--- src/rtl/uart_defs.sv ---
// Shared UART definitions: receiver FSM states and receive FIFO sizing.
package uart_defs;

  localparam int UART_ADDR_FIFO  = 3;
  localparam int UART_FIFO_DEPTH = 1 << UART_ADDR_FIFO;

  typedef enum logic [1:0] {
    UART_RX_IDLE,
    UART_RX_START,
    UART_RX_DATA,
    UART_RX_STOP
  } type_uart_rx_states_e;

endpackage

--- src/rtl/uart_fifo.sv ---
// Synchronous FIFO with registered read data; writes while full and reads
// while empty are ignored.
module uart_fifo
  import uart_defs::*;
#(
  parameter int W = 8
) (
  input  logic                    clk,
  input  logic                    rst,
  input  logic                    write,
  input  logic [W-1:0]            wdata,
  input  logic                    read,
  output logic [W-1:0]            rdata,
  output logic                    empty,
  output logic                    full,
  output logic [UART_ADDR_FIFO:0] count
);

  logic [UART_FIFO_DEPTH-1:0][W-1:0] mem;
  logic [UART_ADDR_FIFO-1:0]         wptr, rptr;
  logic                              do_wr, do_rd;

  assign empty = (count == '0);
  assign full  = (count == (UART_ADDR_FIFO+1)'(UART_FIFO_DEPTH));
  assign do_wr = write & ~full;
  assign do_rd = read & ~empty;

  always_ff @(posedge clk) begin
    if (do_wr) mem[wptr] <= wdata;
  end

  always_ff @(posedge clk) begin
    if (rst) begin
      wptr  <= '0;
      rptr  <= '0;
      count <= '0;
      rdata <= '0;
    end else begin
      if (do_wr) wptr <= wptr + 1'b1;
      if (do_rd) begin
        rdata <= mem[rptr];
        rptr  <= rptr + 1'b1;
      end
      case ({do_wr, do_rd})
        2'b10:   count <= count + 1'b1;
        2'b01:   count <= count - 1'b1;
        default: count <= count;
      endcase
    end
  end

endmodule

--- src/rtl/uart_rx.sv ---
// UART receiver: mid-bit sampling off a down-counter, 8N1/8N2 framing,
// sticky framing/overrun errors and a watermarked receive FIFO.
module uart_rx
  import uart_defs::*;
(
  input  logic        clk,
  input  logic        rst,
  input  logic        rxd_pin_i,
  output logic        rx_fifo_empty_o,
  input  logic        rx_fifo_read_i,
  output logic [7:0]  rx_data_o,
  output logic        rx_fifo_mark_o,
  input  logic [2:0]  rx_watermark_i,
  input  logic        rx_en_i,
  input  logic        two_stop_bits_i,
  input  logic [15:0] baud_rate_i,
  output logic        rx_frame_err_o,
  output logic        rx_overrun_o,
  input  logic        err_clr_i
);

  type_uart_rx_states_e state_q, state_d;

  logic                    sync1, rxd_s;
  logic [15:0]             cnt_q, cnt_d;
  logic                    ovf;
  logic [3:0]              bits_q, bits_d;
  logic [7:0]              shift_q, shift_d;
  logic [1:0]              stop_q, stop_d;
  logic                    bad_q, bad_d;
  logic                    push, fe_set, ovr_set;
  logic                    fifo_full;
  logic [UART_ADDR_FIFO:0] fifo_count;

  assign ovf = (cnt_q == '0);

  always_ff @(posedge clk) begin
    if (rst) begin
      sync1 <= 1'b1;
      rxd_s <= 1'b1;
    end else begin
      sync1 <= rxd_pin_i;
      rxd_s <= sync1;
    end
  end

  always_ff @(posedge clk) begin
    if (rst) begin
      state_q <= UART_RX_IDLE;
      cnt_q   <= '0;
      bits_q  <= '0;
      shift_q <= '0;
      stop_q  <= '0;
      bad_q   <= 1'b0;
    end else begin
      state_q <= state_d;
      cnt_q   <= cnt_d;
      bits_q  <= bits_d;
      shift_q <= shift_d;
      stop_q  <= stop_d;
      bad_q   <= bad_d;
    end
  end

  always_comb begin
    state_d = state_q;
    cnt_d   = ovf ? cnt_q : cnt_q - 16'd1;
    bits_d  = bits_q;
    shift_d = shift_q;
    stop_d  = stop_q;
    bad_d   = bad_q;
    fe_set  = 1'b0;
    push    = 1'b0;
    case (state_q)
      UART_RX_IDLE: begin
        if (rx_en_i && !rxd_s) begin
          cnt_d   = baud_rate_i >> 1;
          state_d = UART_RX_START;
        end
      end
      UART_RX_START: begin
        if (ovf) begin
          if (!rxd_s) begin
            cnt_d   = baud_rate_i;
            bits_d  = 4'd8;
            state_d = UART_RX_DATA;
          end else begin
            state_d = UART_RX_IDLE;
          end
        end
      end
      UART_RX_DATA: begin
        if (ovf) begin
          shift_d = {rxd_s, shift_q[7:1]};
          bits_d  = bits_q - 4'd1;
          cnt_d   = baud_rate_i;
          if (bits_q == 4'd1) begin
            stop_d  = two_stop_bits_i ? 2'd2 : 2'd1;
            bad_d   = 1'b0;
            state_d = UART_RX_STOP;
          end
        end
      end
      UART_RX_STOP: begin
        if (ovf) begin
          cnt_d  = baud_rate_i;
          stop_d = stop_q - 2'd1;
          if (!rxd_s) begin
            fe_set = 1'b1;
            bad_d  = 1'b1;
          end
          if (stop_q == 2'd1) begin
            push    = !bad_q && rxd_s;
            state_d = UART_RX_IDLE;
          end
        end
      end
      default: state_d = UART_RX_IDLE;
    endcase
    // Disabling abandons the frame outright: no sample, no write, no error.
    if (!rx_en_i) begin
      state_d = UART_RX_IDLE;
      fe_set  = 1'b0;
      push    = 1'b0;
    end
  end

  assign ovr_set = push & fifo_full;

  always_ff @(posedge clk) begin
    if (rst) begin
      rx_frame_err_o <= 1'b0;
      rx_overrun_o   <= 1'b0;
    end else begin
      if (fe_set)         rx_frame_err_o <= 1'b1;
      else if (err_clr_i) rx_frame_err_o <= 1'b0;
      if (ovr_set)        rx_overrun_o   <= 1'b1;
      else if (err_clr_i) rx_overrun_o   <= 1'b0;
    end
  end

  // Hysteresis: equality keeps the previous flag value.
  always_ff @(posedge clk) begin
    if (rst) rx_fifo_mark_o <= 1'b0;
    else if (fifo_count > {1'b0, rx_watermark_i}) rx_fifo_mark_o <= 1'b1;
    else if (fifo_count < {1'b0, rx_watermark_i}) rx_fifo_mark_o <= 1'b0;
  end

  uart_fifo #(.W(8)) rx_fifo (
    .clk   (clk),
    .rst   (rst),
    .write (push & ~fifo_full),
    .wdata (shift_q),
    .read  (rx_fifo_read_i),
    .rdata (rx_data_o),
    .empty (rx_fifo_empty_o),
    .full  (fifo_full),
    .count (fifo_count)
  );

endmodule

--- config.mk ---
export PLATFORM = sky130hd
export DESIGN_NAME = uart_rx
export DESIGN_NICKNAME = d
export VERILOG_FILES = /design/src/rtl/uart_defs.sv /design/src/rtl/uart_fifo.sv /design/src/rtl/uart_rx.sv
export SDC_FILE = /design/constraint.sdc
export NUM_CORES = 1
export LEC_CHECK = 0
export BUFFER_PORTS_ARGS = -buffer_cell sky130_fd_sc_hd__buf_2
export CAP_MARGIN = 15
export CORE_MARGIN = 4
export CORE_UTILIZATION = 55
export DETAILED_ROUTE_END_ITERATION = 7
export PLACE_DENSITY_LB_ADDON = 0.3
export SLEW_MARGIN = 20
export SYNTH_ARGS = -nofsm -noshare
export SYNTH_HDL_FRONTEND = slang
export SYNTH_HIERARCHICAL = 1
export SYNTH_SLANG_ARGS = --single-unit
export TNS_END_PERCENT = 5
--- constraint.sdc ---
create_clock -name clk -period 4.4 [get_ports clk]
set_input_delay 0.22 -clock clk [delete_from_list [all_inputs] [get_ports clk]]
set_output_delay 0.22 -clock clk [all_outputs]
set_load 0.05 [all_outputs]
==> results_dict.tcl <==
set metrics [dict create \
    avgSynthCellArea_um2 12.3 \
    max-cap-violations 0 \
    timing.rr.start "cnt_q[0]" \
    start_util_pct 57.1 \
    yosysMostFrequentCell "edfxtp_1" \
    yosysTopAreaCellShare_pct 34.1 \
    synth_top_family_by_area "simple AND/OR/NAND/NOR gates" \
    grt_pass1_vias 3839 \
    arrival_ns 4.22 \
    die_w_um 109 \
    worst_slew_pin_slew_ns 0.910 \
    fillers 691 \
    synth-compound-area-share_pct 12.9 \
    cts_num_sinks 120 \
    post_synth_num_cell_types 80 \
    drtIter0Drc 295 \
    syn_area_um2 5630 \
    diodes 0 \
    grt_max_degree 57 \
    critPathCaptureType "flip-flop" \
    finalWeightedCongestion 0.821 \
    final_hold_viol_count 0 \
    ant_nets 0 \
    ys_ff_latch 120 \
    layout_min_cycle_time_ns 3.78 \
    async_flop_share_pct 0 \
    die-area_um2 11900 \
    globalRouteTotalUtil_pct 21.6 \
    crit_chain "inv_1, ha_1, nor4b_1, nand4_2, buf_4, nor4_1, buf_4, nand2_8, ha_1, ha_1, a21oi_1, a21oi_1, or4_1, a21oi_1" \
    vias_per_cell 5.88 \
    yosysWarningCount 6 \
    finalPower_mw 3.36 \
    rsz0062_at_grt "false" \
    cp-start-kind "flip-flop" \
    vdd_drop_max_uv 367 \
    fin_crit_sh_pct 85.9 \
    drive_gt1_share_pct 27.5 \
    clock_skew_ns 0.0148 \
    critPathMaxFanout 11 \
    power_density_nw_per_um2 508 \
    postCtsResizedCells 0 \
    ys.flop_type "edfxtp_1" \
    maxSlewHeadroom_pct 39.2 \
    cts.path.max_buffers 2 \
    synth_edf_count 64 \
    synth_area_leaders "edfxtp_1 (34%), dfxtp_1 (20%), mux4_2 (6.4%), a21oi_1 (2.8%), ha_1 (2.7%)" \
    synthMuxAreaShare_pct 7.14 \
    synthTopCellsByCount "edfxtp_1 (64), dfxtp_1 (56), nor2_1 (37)" \
    path_class "reg2reg" \
    antenna_found_initial 0 \
    p_leak_nw 2.30 \
    vias 3865 \
    synth_cells 457 \
    clock_latency_ns 0.52 \
    routed_wl_mm 11.8 \
    post-dp-hpwl_mm 7.44 \
    clk_pin_slew_worst_paths_ns 0.06 \
    grt_overflow 0 \
    coreArea_um2 9860 \
    crit_start "cnt_q[0]" \
    grt_first_pass_wirelength_mm 19.3 \
    slew_violations 0 \
    synth_area_leader_cell "edfxtp_1" \
    cts-buffers-inserted 17 \
    report.final.setup_viol 0 \
    synthesis.nets 496 \
    fmax_mhz 265 \
    h-tree-depth 4 \
    die_h_um 109 \
    wl_per_cell_um 18.0 \
    hp-class "in2reg" \
    status "finished clean" \
    rows 36 \
    drc 0 \
    areaGrowthSynthToFinish_pct 17.4 \
    synth_fa_ha_area_share_pct 3.02 \
    cts-root-buf "clkbuf_8" \
    portBuffers 37 \
    cp.required_ns 4.84 \
    yosys.area_share.xor_xnor_pct 1.85 \
    fin_nets 550 \
    ios 38 \
    ys_seq_area_share_pct 54.1 \
    cts_tree "built" \
    setup_tns_ns 0 \
    yosys.area_share.simple_pct 16.9 \
    max_stage_delay_ns 0.48 \
    crit_path_top_delay_cell "or4_1" \
    min_from "baud_rate_i[3]" \
    dr.pass1.iters 5 \
]
metal layers:
metal | share of wire, % | global-route usage (%) | vias up
met5 | 0 | 0 | -
met4 | 1.2 | 7.48 | 0
met3 | 4.7 | 4.85 | 13
met2 | 51 | 36.6 | 109
met1 | 43 | 27.3 | 1913
li1 | - | - | 1830
cell type report:
type	count	area (µm²)	area share, %
clock inverters	14	173	2.61
inverters	15	56.3	0.852
clock buffers	18	418	6.33
flip-flops and latches	120	3040	46.1
multi-input cells	298	2360	35.7
repair buffers	59	388	5.87
well taps	133	166	2.52
sequential cells by signal, indices dropped and copies added, names as in the netlist, 2 cells and up, named ones only:
name,count
rx_fifo/wptr,3
rx_fifo/mem,64
cnt_q,16
bits_q,4
rx_fifo/rdata,8
rx_fifo/count,4
shift_q,8
rx_fifo/rptr,3
stop_q,2
layout by cell type, fill, tap and decap left out, types with 3 or more instances in the layout:
master / n
a211oi_1: 3
mux4_2: 16
bufinv_16: 3
nor3b_1: 3
nor2b_1: 4
o22ai_1: 4
nand2b_1: 8
clkinv_2: 3
edfxtp_1: 64
buf_4: 9
ha_1: 12
xor2_1: 8
or2_2: 3
dlygate4sd3_1: 14
nor3_2: 10
o21a_1: 4
a31oi_1: 4
buf_2: 36
nor3_1: 12
inv_1: 15
a22oi_1: 9
nor4_1: 5
nand4b_1: 3
a21oi_1: 31
o22ai_2: 8
dfxtp_1: 56
o21ai_0: 8
nand2_1: 34
inv_6: 4
clkbuf_16: 16
mux2i_1: 3
a21oi_2: 4
nor2_1: 37
nand3_1: 8
worst max-delay path, delay by kind of cell, from the launching register on:
kind	cells	cell delay, ns
AO/OA/AOI/OAI	3	0.48
adder cells (fa/ha/maj)	3	0.94
AND/OR/NAND/NOR	5	1.38
buffers and inverters	3	0.54
flip-flops	1	0.34
power breakdown:
group	total (mW)	internal (mW)	switching, mW	leakage, nW
clock network	1.38	0.867	0.513	0.286
registers	1.31	1.23	0.0819	1.05
logic	0.669	0.283	0.386	0.962
logic make-up after synthesis:
logic type / Yosys count
buf+inv: 39
simple gates: 157
xor+xnor: 11
flops: 120
mux: 20
compound gates: 97
fa+ha+maj: 13
metrics by stage:
| stage | hold WS (ns) | utilization [%] | setup WS [ns] | cells | instance area (µm²) |
|---|---|---|---|---|---|
| finish | 0.0123 | 67.0 | 0.622 | 657 | 6610 |
| global route | 0.0191 | 67.0 | 0.321 | 657 | 6610 |
| CTS | 0.00312 | 66.9 | 0.636 | 657 | 6600 |
| detailed placement | 0.399 | 59.5 | 0.658 | 611 | 5870 |
| global placement | 0.392 | 59.5 | 0.816 | 611 | 5870 |
| floorplan | 0.324 | - | 0.641 | 457 | 5630 |
what timing repair did:
action / CTS / global route
hold endpoints to repair: 12 / 0
hold buffers: 14 / 0
setup buffers: 0 / 0
path summary, 6_finish.rpt:
path / end / slack, ns / cells after the start
hold / removal: cnt_q[3] / 0.01 / 3
setup reg to reg: rx_fifo/count[3] / 0.62 / 14
setup / recovery: rx_fifo/count[3] / 0.62 / 14
hold reg to reg: rxd_s / 0.41 / 1
Power figures use the tool's default switching activity.
